### config.mk
export PLATFORM = sky130hd
export DESIGN_NAME = pma_tx_scheduler_flat
export DESIGN_NICKNAME = d
export VERILOG_FILES = /design/src/rtl/pma_tx_scheduler_if.sv /design/src/rtl/pma_tx_scheduler.sv /design/src/flat_wrapper.sv
export SDC_FILE = /design/constraint.sdc
export NUM_CORES = 1
export LEC_CHECK = 0
export BUFFER_PORTS_ARGS = -buffer_cell sky130_fd_sc_hd__buf_4
export CORE_ASPECT_RATIO = 0.5
export CORE_MARGIN = 2
export CORE_UTILIZATION = 45
export DETAILED_ROUTE_END_ITERATION = 8
export GPL_TIMING_DRIVEN = 0
export PLACE_DENSITY = 0.78
export SKIP_CTS_REPAIR_TIMING = 1
export SLEW_MARGIN = 20
export SYNTH_ARGS = -nofsm -noshare
export SYNTH_HDL_FRONTEND = slang
export SYNTH_SLANG_ARGS = --single-unit
### constraint.sdc
create_clock -name Bit_Rate_10 -period 3.7 [get_ports Bit_Rate_10]
set_input_delay 0.555 -clock Bit_Rate_10 [delete_from_list [all_inputs] [get_ports Bit_Rate_10]]
set_output_delay 0.555 -clock Bit_Rate_10 [all_outputs]
set_load 0.05 [all_outputs]
### src/rtl/pma_tx_scheduler_if.sv
// Symbol-source / serializer-side bundle of the PMA transmit scheduler.
interface pma_tx_scheduler_if #(
  parameter int DATA_WIDTH = 10
);
  logic                  Tx_En;
  logic                  Data_Valid;
  logic [DATA_WIDTH-1:0] Data_Sym;
  logic                  Data_Ready;
  logic                  OS_Req;
  logic [DATA_WIDTH-1:0] OS_Sym;
  logic                  OS_Ack;
  logic [DATA_WIDTH-1:0] Sym_Out;
  logic                  Sym_Load;
  logic                  Tx_Active;
  logic [15:0]           Idle_Fill_Cnt;

  modport master (
    output Tx_En, Data_Valid, Data_Sym, OS_Req, OS_Sym,
    input  Data_Ready, OS_Ack, Sym_Out, Sym_Load, Tx_Active, Idle_Fill_Cnt
  );

  modport slave (
    input  Tx_En, Data_Valid, Data_Sym, OS_Req, OS_Sym,
    output Data_Ready, OS_Ack, Sym_Out, Sym_Load, Tx_Active, Idle_Fill_Cnt
  );
endinterface

### src/rtl/pma_tx_scheduler.sv
// Per-slot symbol picker for the 10-bit PMA serializer: SKP > ordered set > data > idle.
// Optional idle-fill statistic enabled by defining PMA_TX_SCHED_STATS_EN.
module pma_tx_scheduler #(
  parameter int                    DATA_WIDTH   = 10,
  parameter int                    SKP_INTERVAL = 16,
  parameter int                    SKP_LEN      = 2,
  parameter logic [DATA_WIDTH-1:0] IDLE_SYM     = DATA_WIDTH'(10'h17C),
  parameter logic [DATA_WIDTH-1:0] SKP_SYM      = DATA_WIDTH'(10'h2BC)
) (
  input  logic              Bit_Rate_10,
  input  logic              Rst_n,
  pma_tx_scheduler_if.slave bus
);
  localparam int CW = (DATA_WIDTH > 1) ? $clog2(DATA_WIDTH) : 1;
  localparam int TW = $clog2(SKP_INTERVAL + 1);
  localparam int BW = $clog2(SKP_LEN + 1);
  localparam logic [CW-1:0] SLOT_LAST  = CW'(DATA_WIDTH - 1);
  localparam logic [TW-1:0] TMR_LAST   = TW'(SKP_INTERVAL - 1);
  localparam logic [BW-1:0] BURST_LAST = BW'(SKP_LEN - 1);

  typedef enum logic [1:0] {S_IDLE, S_RUN, S_SKIP} state_t;

  state_t          state;
  logic [CW-1:0]   slot;
  logic [TW-1:0]   skp_tmr;
  logic            skp_pending;
  logic [BW-1:0]   burst;

  logic                  boundary, go, skp_sel, os_sel, data_sel, idle_sel;
  logic [DATA_WIDTH-1:0] sel_sym;

  always_comb begin
    boundary = (state != S_IDLE) && (slot == '0);
    go       = boundary && bus.Tx_En;
    skp_sel  = go && ((state == S_SKIP) || skp_pending);
    os_sel   = go && !skp_sel && bus.OS_Req;
    data_sel = go && !skp_sel && !bus.OS_Req && bus.Data_Valid;
    idle_sel = go && !skp_sel && !bus.OS_Req && !bus.Data_Valid;
    sel_sym  = IDLE_SYM;
    if (skp_sel)       sel_sym = SKP_SYM;
    else if (os_sel)   sel_sym = bus.OS_Sym;
    else if (data_sel) sel_sym = bus.Data_Sym;
  end

  assign bus.Data_Ready = data_sel;
  assign bus.OS_Ack     = os_sel;
  assign bus.Tx_Active  = (state != S_IDLE);

  always_ff @(posedge Bit_Rate_10 or negedge Rst_n) begin
    if (!Rst_n) begin
      state        <= S_IDLE;
      slot         <= '0;
      skp_tmr      <= '0;
      skp_pending  <= 1'b0;
      burst        <= '0;
      bus.Sym_Out  <= '0;
      bus.Sym_Load <= 1'b0;
    end else begin
      bus.Sym_Load <= 1'b0;
      case (state)
        S_IDLE: begin
          slot <= '0;
          if (bus.Tx_En) state <= S_RUN;
        end
        default: begin
          slot <= (slot == SLOT_LAST) ? '0 : slot + 1'b1;
          if (boundary && !bus.Tx_En) begin
            // previous symbol is fully shifted out; abort any SKP burst
            state       <= S_IDLE;
            slot        <= '0;
            skp_tmr     <= '0;
            skp_pending <= 1'b0;
            burst       <= '0;
          end else if (go) begin
            bus.Sym_Load <= 1'b1;
            bus.Sym_Out  <= sel_sym;
            if (skp_sel) begin
              if (burst == BURST_LAST) begin
                burst       <= '0;
                skp_pending <= 1'b0;
                state       <= S_RUN;
              end else begin
                burst <= burst + 1'b1;
                state <= S_SKIP;
              end
            end else if (skp_tmr == TMR_LAST) begin
              skp_tmr     <= '0;
              skp_pending <= 1'b1;
            end else begin
              skp_tmr <= skp_tmr + 1'b1;
            end
          end
        end
      endcase
    end
  end

`ifdef PMA_TX_SCHED_STATS_EN
  logic [15:0] idle_cnt;
  always_ff @(posedge Bit_Rate_10 or negedge Rst_n) begin
    if (!Rst_n)                             idle_cnt <= '0;
    else if (idle_sel && idle_cnt != 16'hFFFF) idle_cnt <= idle_cnt + 16'd1;
  end
  assign bus.Idle_Fill_Cnt = idle_cnt;
`else
  assign bus.Idle_Fill_Cnt = '0;
`endif
endmodule
### src/flat_wrapper.sv
// flat-port wrapper written by rule: the top's interface ports become plain ports
module pma_tx_scheduler_flat 
#(
  parameter int                    DATA_WIDTH   = 10,
  parameter int                    SKP_INTERVAL = 16,
  parameter int                    SKP_LEN      = 2,
  parameter logic [DATA_WIDTH-1:0] IDLE_SYM     = DATA_WIDTH'(10'h17C),
  parameter logic [DATA_WIDTH-1:0] SKP_SYM      = DATA_WIDTH'(10'h2BC)
)
  (Bit_Rate_10, Rst_n, bus_Tx_En, bus_Data_Valid, bus_Data_Sym, bus_OS_Req, bus_OS_Sym, bus_Data_Ready, bus_OS_Ack, bus_Sym_Out, bus_Sym_Load, bus_Tx_Active, bus_Idle_Fill_Cnt);
  pma_tx_scheduler_if #(.DATA_WIDTH(DATA_WIDTH)) bus_i ();
  input  logic Bit_Rate_10;
  input  logic Rst_n;
  input wire logic [$bits(bus_i.Tx_En)-1:0] bus_Tx_En;
  input wire logic [$bits(bus_i.Data_Valid)-1:0] bus_Data_Valid;
  input wire logic [$bits(bus_i.Data_Sym)-1:0] bus_Data_Sym;
  input wire logic [$bits(bus_i.OS_Req)-1:0] bus_OS_Req;
  input wire logic [$bits(bus_i.OS_Sym)-1:0] bus_OS_Sym;
  output wire logic [$bits(bus_i.Data_Ready)-1:0] bus_Data_Ready;
  output wire logic [$bits(bus_i.OS_Ack)-1:0] bus_OS_Ack;
  output wire logic [$bits(bus_i.Sym_Out)-1:0] bus_Sym_Out;
  output wire logic [$bits(bus_i.Sym_Load)-1:0] bus_Sym_Load;
  output wire logic [$bits(bus_i.Tx_Active)-1:0] bus_Tx_Active;
  output wire logic [$bits(bus_i.Idle_Fill_Cnt)-1:0] bus_Idle_Fill_Cnt;
  assign bus_i.Tx_En = bus_Tx_En;
  assign bus_i.Data_Valid = bus_Data_Valid;
  assign bus_i.Data_Sym = bus_Data_Sym;
  assign bus_i.OS_Req = bus_OS_Req;
  assign bus_i.OS_Sym = bus_OS_Sym;
  assign bus_Data_Ready = bus_i.Data_Ready;
  assign bus_OS_Ack = bus_i.OS_Ack;
  assign bus_Sym_Out = bus_i.Sym_Out;
  assign bus_Sym_Load = bus_i.Sym_Load;
  assign bus_Tx_Active = bus_i.Tx_Active;
  assign bus_Idle_Fill_Cnt = bus_i.Idle_Fill_Cnt;
  pma_tx_scheduler #(.DATA_WIDTH(DATA_WIDTH), .SKP_INTERVAL(SKP_INTERVAL), .SKP_LEN(SKP_LEN), .IDLE_SYM(IDLE_SYM), .SKP_SYM(SKP_SYM)) u_core (.Bit_Rate_10(Bit_Rate_10), .Rst_n(Rst_n), .bus(bus_i));
endmodule
==> results by group, run 1 <==
Synth
  – Number of synthesized flops with an enable pin: 0
  – Async set-or-reset flop fraction in the synthesized netlist: 1.00
  – Synthesized cell area: about 0.0014 mm2
  – Syn_area_per_cell: between 9 and 10 um2
  – Top FF cell, synth: dfrtp_1
  – Yosys reg bits: 25
  – Post-synthesis sequential area ratio: 0.455
  – Mapped Cells: 142
  – Synth unique cells: 36
  – Ys Warns: 0

Clock tree
  – Clk_lat worst skew: between 0.2 and 0.3 ns
  – TritonCTS Sinks: 25
  – CTS clk-pin slew, worst paths: ~0.08 ns
  – Max Root-Sink Buffers: 2
  – Clock H-tree levels: 1
  – Root Buffer Master: clkbuf_8
  – CTS tree: yes
  – TritonCTS Buffers: 3

Cells and area
  – Layout area overhead: 31.9%
  – Final Instance Area: 0.00181 mm2
  – Most common cell after layout, fill and taps aside: buf_4
  – Commonest cells after routing, fill and taps aside: 54 x buf_4, 25 x dfrtp_1, 16 x conb_1
  – Fin cells: 239
  – Core Util, Final: 0.612
  – Layout cells sized above 1: 0.327
  – Fin nets: 229
  – N_diodes: 0

STA
  – Setup violations, final: 0
  – Pins Over Slew Limit: 0
  – Fin crit period: just under 3 ns
  – Fin crit share: 0.801
  – Setup Skew: 0.00254 ns
  – Setup TNS: 0 ns
  – Count of final hold-check violations: 0
  – Min Hold Slack: 0.173 ns
  – RSZ-0062 raised after global routing: false
  – Fmax: 338 MHz

Setup path
  – Critical Path Max Stage Delay: 0.43 ns
  – WS Path Type: flip-flop to output pin
  – Critical path data required time: 3.14 ns
  – CP startpoint: u_core.slot[0]$_DFF_PN0_
  – Crit path top cell by count: inv_1
  – Crit path capture: bus_Data_Ready
  – Crit path max fanout: 7
  – R2r setup slk: 1.49 ns
  – Worst r2r src: u_core.slot[0]$_DFF_PN0_
  – Cell Chain, Critical Path: inv_1 > ha_1 > nor3b_1 > and3_1 > clkbuf_1 > nand2_1 > inv_1 > buf_4
  – Worst Path Buf+Inv: 4
  – Family with the most delay on the worst path: simple AND/OR/NAND/NOR gates
  – Stages on the worst setup path: 8
  – R2R Path End: u_core.bus.Sym_Out[2]$_DFFE_PN0P_
  – CP Capture Type: output pin
  – Slowest stage cell, crit path: dfrtp_1
  – WP data arrival: 2.41 ns
  – Cells on worst reg2reg path: 7
  – Startpoint Class: flip-flop

Pwr
  – Leakage: 0.934 nW
  – Pwr per Cell Area: 728 mW/mm2
  – Peak supply drop: 0.000412 V

Routing
  – Detailed Routing Iterations Pass 1: 4
  – # DRC: 0
  – Average wire per standard cell: 12.3 um
  – WL final: 2.94 mm
  – Iter 0 DRT Violations: 57
  – Vias after detailed routing: roughly 1200
  – Vias per std cell: approximately 5.0
  – Detail Route Antenna Nets: 0

Placed design
  – Placer's final routability congestion estimate: about 0.74
  – Port Buffer Count: 38
  – DP Cell Count: 235
  – Area after DPL: 0.00177 mm2
  – Post-DP HPWL: 2.29 mm

Job
  – Max-Cap Viols: 0

Floorplanning
  – Row Count: 14
  – Die height: 43.1 um
  – Die ar.: 0.00354 mm2
  – Die width: between 80 and 90 um
  – Initial core utilization: 0.464
  – Total core area: 0.00296 mm2
  – Io pins: 55

Hold path
  – Hold Path Class: input port to async pin

Global route
  – Initial antenna violation count: 0
  – Global route overflow: 0
  – Largest net degree at the start of global routing: 26
  – GR Util All Layers: 0.172
  – Number of global-route vias before repair: 1060
  – First-pass GRT wire length: between 4 and 5 mm

Outcome
  – Status: finished clean
## worst min path at each step
| stage | from | end | slack [ns] | cells after the start |
|---|---|---|---|---|
| 2_1_floorplan | Rst_n | u_core.burst[0]$_DFFE_PN0P_ | 0.26 | 0 |
| 3_3_place_gp | u_core.burst[1]$_DFFE_PN0P_ | u_core.burst[1]$_DFFE_PN0P_ | 0.46 | 1 |
| 3_5_place_dp | u_core.bus.Sym_Out[6]$_DFFE_PN0P_ | u_core.bus.Sym_Out[6]$_DFFE_PN0P_ | 0.47 | 2 |
| 4_1_cts | Rst_n | u_core.bus.Sym_Load$_DFF_PN0_ | 0.18 | 1 |
| 5_1_grt | Rst_n | u_core.slot[3]$_DFF_PN0_ | 0.18 | 1 |
| 6_report | Rst_n | u_core.slot[3]$_DFF_PN0_ | 0.17 | 1 |
## worst reg2reg max path, cell delays in order, from the launching register on
cell      delay (ns)
dfrtp_1         0.43
inv_1           0.08
ha_1            0.17
nor3b_1         0.43
and3_1          0.24
clkbuf_1        0.28
nand2_1         0.18
o221a_2         0.30
## synth_stat cells, types with 3 or more instances
cell type  number  area share
nand3_1         4       0.015
nand2_1        11       0.030
or3_1           3       0.014
nor2_1          9       0.025
dfrtp_1        25        0.46
buf_4          16       0.087
a21oi_1         7       0.025
and3_1          3       0.014
ha_1            4       0.036
o221a_2         3       0.025
nor2b_1         5       0.023
inv_1           9       0.025
o21ai_0        10       0.036
## registers in the layout, indices dropped and copies added, names as in the netlist
register             cells
u_core.bus.Sym_Load      1
u_core.slot              4
u_core.skp_tmr           5
u_core.skp_pending       1
u_core.burst             2
u_core.state             2
u_core.bus.Sym_Out      10
## final cells by class
cell class / instances / area, um2
Inverter: 9 / 33.8
Buffer: 18 / 135
Clock inverter: 1 / 5.00
Clock buffer: 3 / 41.3
Multi-Input combinational cell: 105 / 636
Timing Repair Buffer: 38 / 285
Fill cell: 276 / 1150
Sequential cell: 25 / 626
Tap cell: 40 / 50.0
## logic make-up (layout without fill, tap and decap cells)
group / count (synthesis) / count (layout) / synth area share
and+or+nand+nor: 43 / 43 / 0.167
AOI/OAI and AO/OA: 39 / 39 / 0.196
buffers and inverters: 27 / 69 / 0.123
DFF: 25 / 25 / 0.455
adders and majority gates: 4 / 4 / 0.0364
xor gates and xnor gates: 2 / 2 / 0.0128
other: 1 / 16 / 0.00273
muxes: 1 / 1 / 0.00729
## routing by layer
layer | vias to the layer above | routed length, um | part of all wire | global-route usage
li1 | 582 | - | - | -
met1 | 550 | 1240 | 0.42 | 0.202
met2 | 52 | 1440 | 0.49 | 0.304
met3 | 2 | 244 | 0.083 | 0.0511
met4 | 0 | 14 | 0.0048 | 0.0500
met5 | - | 0 | 0 | 0
## metrics by stage
step	total power [mW]	setup WS (ns)
5_1_grt	1.41	0.475
2_1_floorplan	0.960	1.38
3_5_place_dp	1.16	1.05
6_report	1.32	0.737
4_1_cts	1.33	0.737
3_3_place_gp	1.14	1.09
## power by group
part | leakage [nW] | switching, mW | internal [mW]
Clock | 0.0255 | 0.0861 | 0.0754
Sequential | 0.317 | 0.0727 | 0.363
Combinational | 0.591 | 0.468 | 0.255
No activity file was read; power rests on OpenSTA's default activity.
==> inputs of run 2 (changes only) <==
- CORE_UTILIZATION: 45 -> 43
- clock period: 3.7 -> 2.7 ns (I/O delays scaled with it)
==> run 2 against run 1 <==
Against the previous run:
- sequential share of layout area barely moved
- cell count fell by 0.42%
- power rose by 37%
- final area rose by 0.14%
- clock skew rose by 0.0070 ns
- largest power group unchanged
==> results by group, run 2 (same netlist as run 1, synthesis figures left out) <==
Setup path
  – Stages on the worst setup path: 7 (-1)
  – Critical path data required time: 2.30 ns (-0.84 ns)
  – Family with the most delay on the worst path: simple AND/OR/NAND/NOR gates
  – CP Capture Type: output pin
  – Cell Chain, Critical Path: inv_1 > ha_1 > nor3b_2 > and3_2 > nand2_1 > inv_1 > buf_4
  – Slowest stage cell, crit path: dfrtp_1
  – Critical Path Max Stage Delay: 0.43 ns (about the same)
  – Worst Path Buf+Inv: 3 (-1)
  – Crit path max fanout: 7 (unchanged)
  – Startpoint Class: flip-flop
  – Cells on worst reg2reg path: 6 (-1)
  – R2r setup slk: 0.70 ns (-0.79 ns)
  – WP data arrival: 2.03 ns (-0.38 ns)
  – Crit path top cell by count: inv_1
  – WS Path Type: flip-flop to output pin

STA
  – Count of final hold-check violations: 0 (unchanged)
  – RSZ-0062 raised after global routing: false
  – Pins Over Slew Limit: 0 (unchanged)
  – Min Hold Slack: 0.0180 ns (-0.155 ns)
  – Setup TNS: 0 ns (unchanged)
  – Setup violations, final: 0 (unchanged)
  – Setup Skew: 0.00952 ns (+0.00698 ns)
  – Fin crit share: 0.903
  – Fin crit period: 2.44 ns
  – Fmax: 410 MHz

Cells and area
  – Top reg by flops: u_core.bus.Sym_Out
  – Max reg flops: 10 (unchanged)
  – Register area: 626 um2 (unchanged)
  – Fin nets: 228 (-0.44%)
  – Commonest cells after routing, fill and taps aside: 54 x buf_4, 25 x dfrtp_1, 16 x conb_1
  – Footprint of the multi-input gates: 642 um2 (+0.98%)
  – Top flop regs: u_core.bus.Sym_Out x10, u_core.skp_tmr x5, u_core.slot x4
  – Most common cell after layout, fill and taps aside: buf_4
  – N_diodes: 0 (unchanged)
  – Layout cells sized above 1: 0.338 (+0.0118)
  – Fill cell count: 268 (-2.9%)
  – Layout area overhead: 32.1%

Routing
  – Vias per std cell: 4.97 (+0.25%)
  – # DRC: 0 (unchanged)
  – WL final: 3.01 mm (+2.2%)
  – Iter 0 DRT Violations: 69 (+21%)
  – Detailed Routing Iterations Pass 1: 4 (unchanged)
  – Met1 WL: 1.27 mm (+2.7%)
  – DR WL met2: 1.48 mm (+2.6%)
  – Routed wl met3: 230 um (-5.7%)
  – Top Metal Used: met4
  – Vias after detailed routing: 1184 (-0.17%)
  – Average wire per standard cell: 12.6 um (+2.6%)
  – Detail Route Antenna Nets: 0 (unchanged)

Global route
  – Initial antenna violation count: 0 (unchanged)
  – GR Util All Layers: 0.179 (+0.00723)
  – Number of global-route vias before repair: 1146 (+8.1%)
  – First-pass GRT wire length: 5.09 mm (+12%)
  – Global route overflow: 0 (unchanged)
  – Largest net degree at the start of global routing: 26 (unchanged)

Clock tree
  – CTS clk-pin slew, worst paths: 0.09 ns (about the same)
  – Clk_lat worst skew: 0.27 ns (about the same)
  – Clock H-tree levels: 1 (unchanged)
  – CTS tree: yes
  – TritonCTS Buffers: 3 (unchanged)
  – Root Buffer Master: clkbuf_8
  – TritonCTS Sinks: 25 (unchanged)
  – Max Root-Sink Buffers: 2 (unchanged)

Floorplanning
  – Die width: 83.9 um (+2.2%)
  – Die height: 44.0 um (+2.1%)
  – Die ar.: 0.00369 mm2 (+4.3%)
  – Total core area: 0.00303 mm2 (+2.4%)
  – Row Count: 14 (unchanged)
  – Initial core utilization: 0.453 (-0.0107)
  – Io pins: 55 (unchanged)

Outcome
  – Status: finished clean

Pwr
  – Total Power: 1.81 mW (+37%)
  – Leakage: 0.935 nW (+0.19%)
  – Peak supply drop: 0.000595 V (+45%)
  – Pwr per Cell Area: 997 mW/mm2 (+37%)

Placed design
  – Post-DP HPWL: 2.38 mm (+3.8%)
  – Placer's final routability congestion estimate: 0.801 (+8.7%)
  – Port Buffer Count: 38 (unchanged)

Hold path
  – Hold Path Class: input port to async pin

Job
  – Max-Cap Viols: 0 (unchanged)
[run 2: layout make-up]
type,count,area share
multi-input cells,105,0.354
well taps,40,0.0276
flip-flops and latches,25,0.345
inverters,9,0.0186
repair buffers,38,0.157
plain buffers,17,0.0724
clock buffers,3,0.0228
clock inverters,1,0.00276
[run 2: metrics by stage]
stage / util / instances / setup WS [ns] / area (um2)
detailed placement: 0.583 / 235 / 0.197 / 1770
global route: 0.599 / 238 / 0.0773 / 1810
finish: 0.599 / 238 / 0.262 / 1810
floorplan: - / 157 / 0.529 / 1430
CTS: 0.598 / 239 / -0.115 / 1810
global placement: 0.583 / 235 / 0.259 / 1770
[run 2: layer usage]
metal | global-route usage | up-vias
met5 | 0 | -
li1 | - | 585
met4 | 0.0645 | 0
met3 | 0.0552 | 4
met1 | 0.208 | 550
met2 | 0.323 | 45
[run 2: final timing paths]
| kind | end | startpoint |
|---|---|---|
| max in group asynchronous | u_core.state[1]$_DFFE_PN0P_ | Rst_n |
| worst min-delay path | u_core.skp_tmr[1]$_DFFE_PN0P_ | Rst_n |
| min in group Bit_Rate_10 | u_core.bus.Sym_Out[0]$_DFFE_PN0P_ | bus_Data_Sym[0] |
| worst max register to register | u_core.bus.Sym_Out[1]$_DFFE_PN0P_ | u_core.slot[0]$_DFF_PN0_ |
| worst max-delay path | bus_Data_Ready | u_core.slot[0]$_DFF_PN0_ |
| worst min register to register | u_core.burst[1]$_DFFE_PN0P_ | u_core.burst[1]$_DFFE_PN0P_ |
[run 2: where the power goes]
part	leakage (nW)	switching (mW)	internal, mW
clock network	0.0255	0.117	0.103
logic	0.593	0.637	0.352
registers	0.317	0.102	0.497
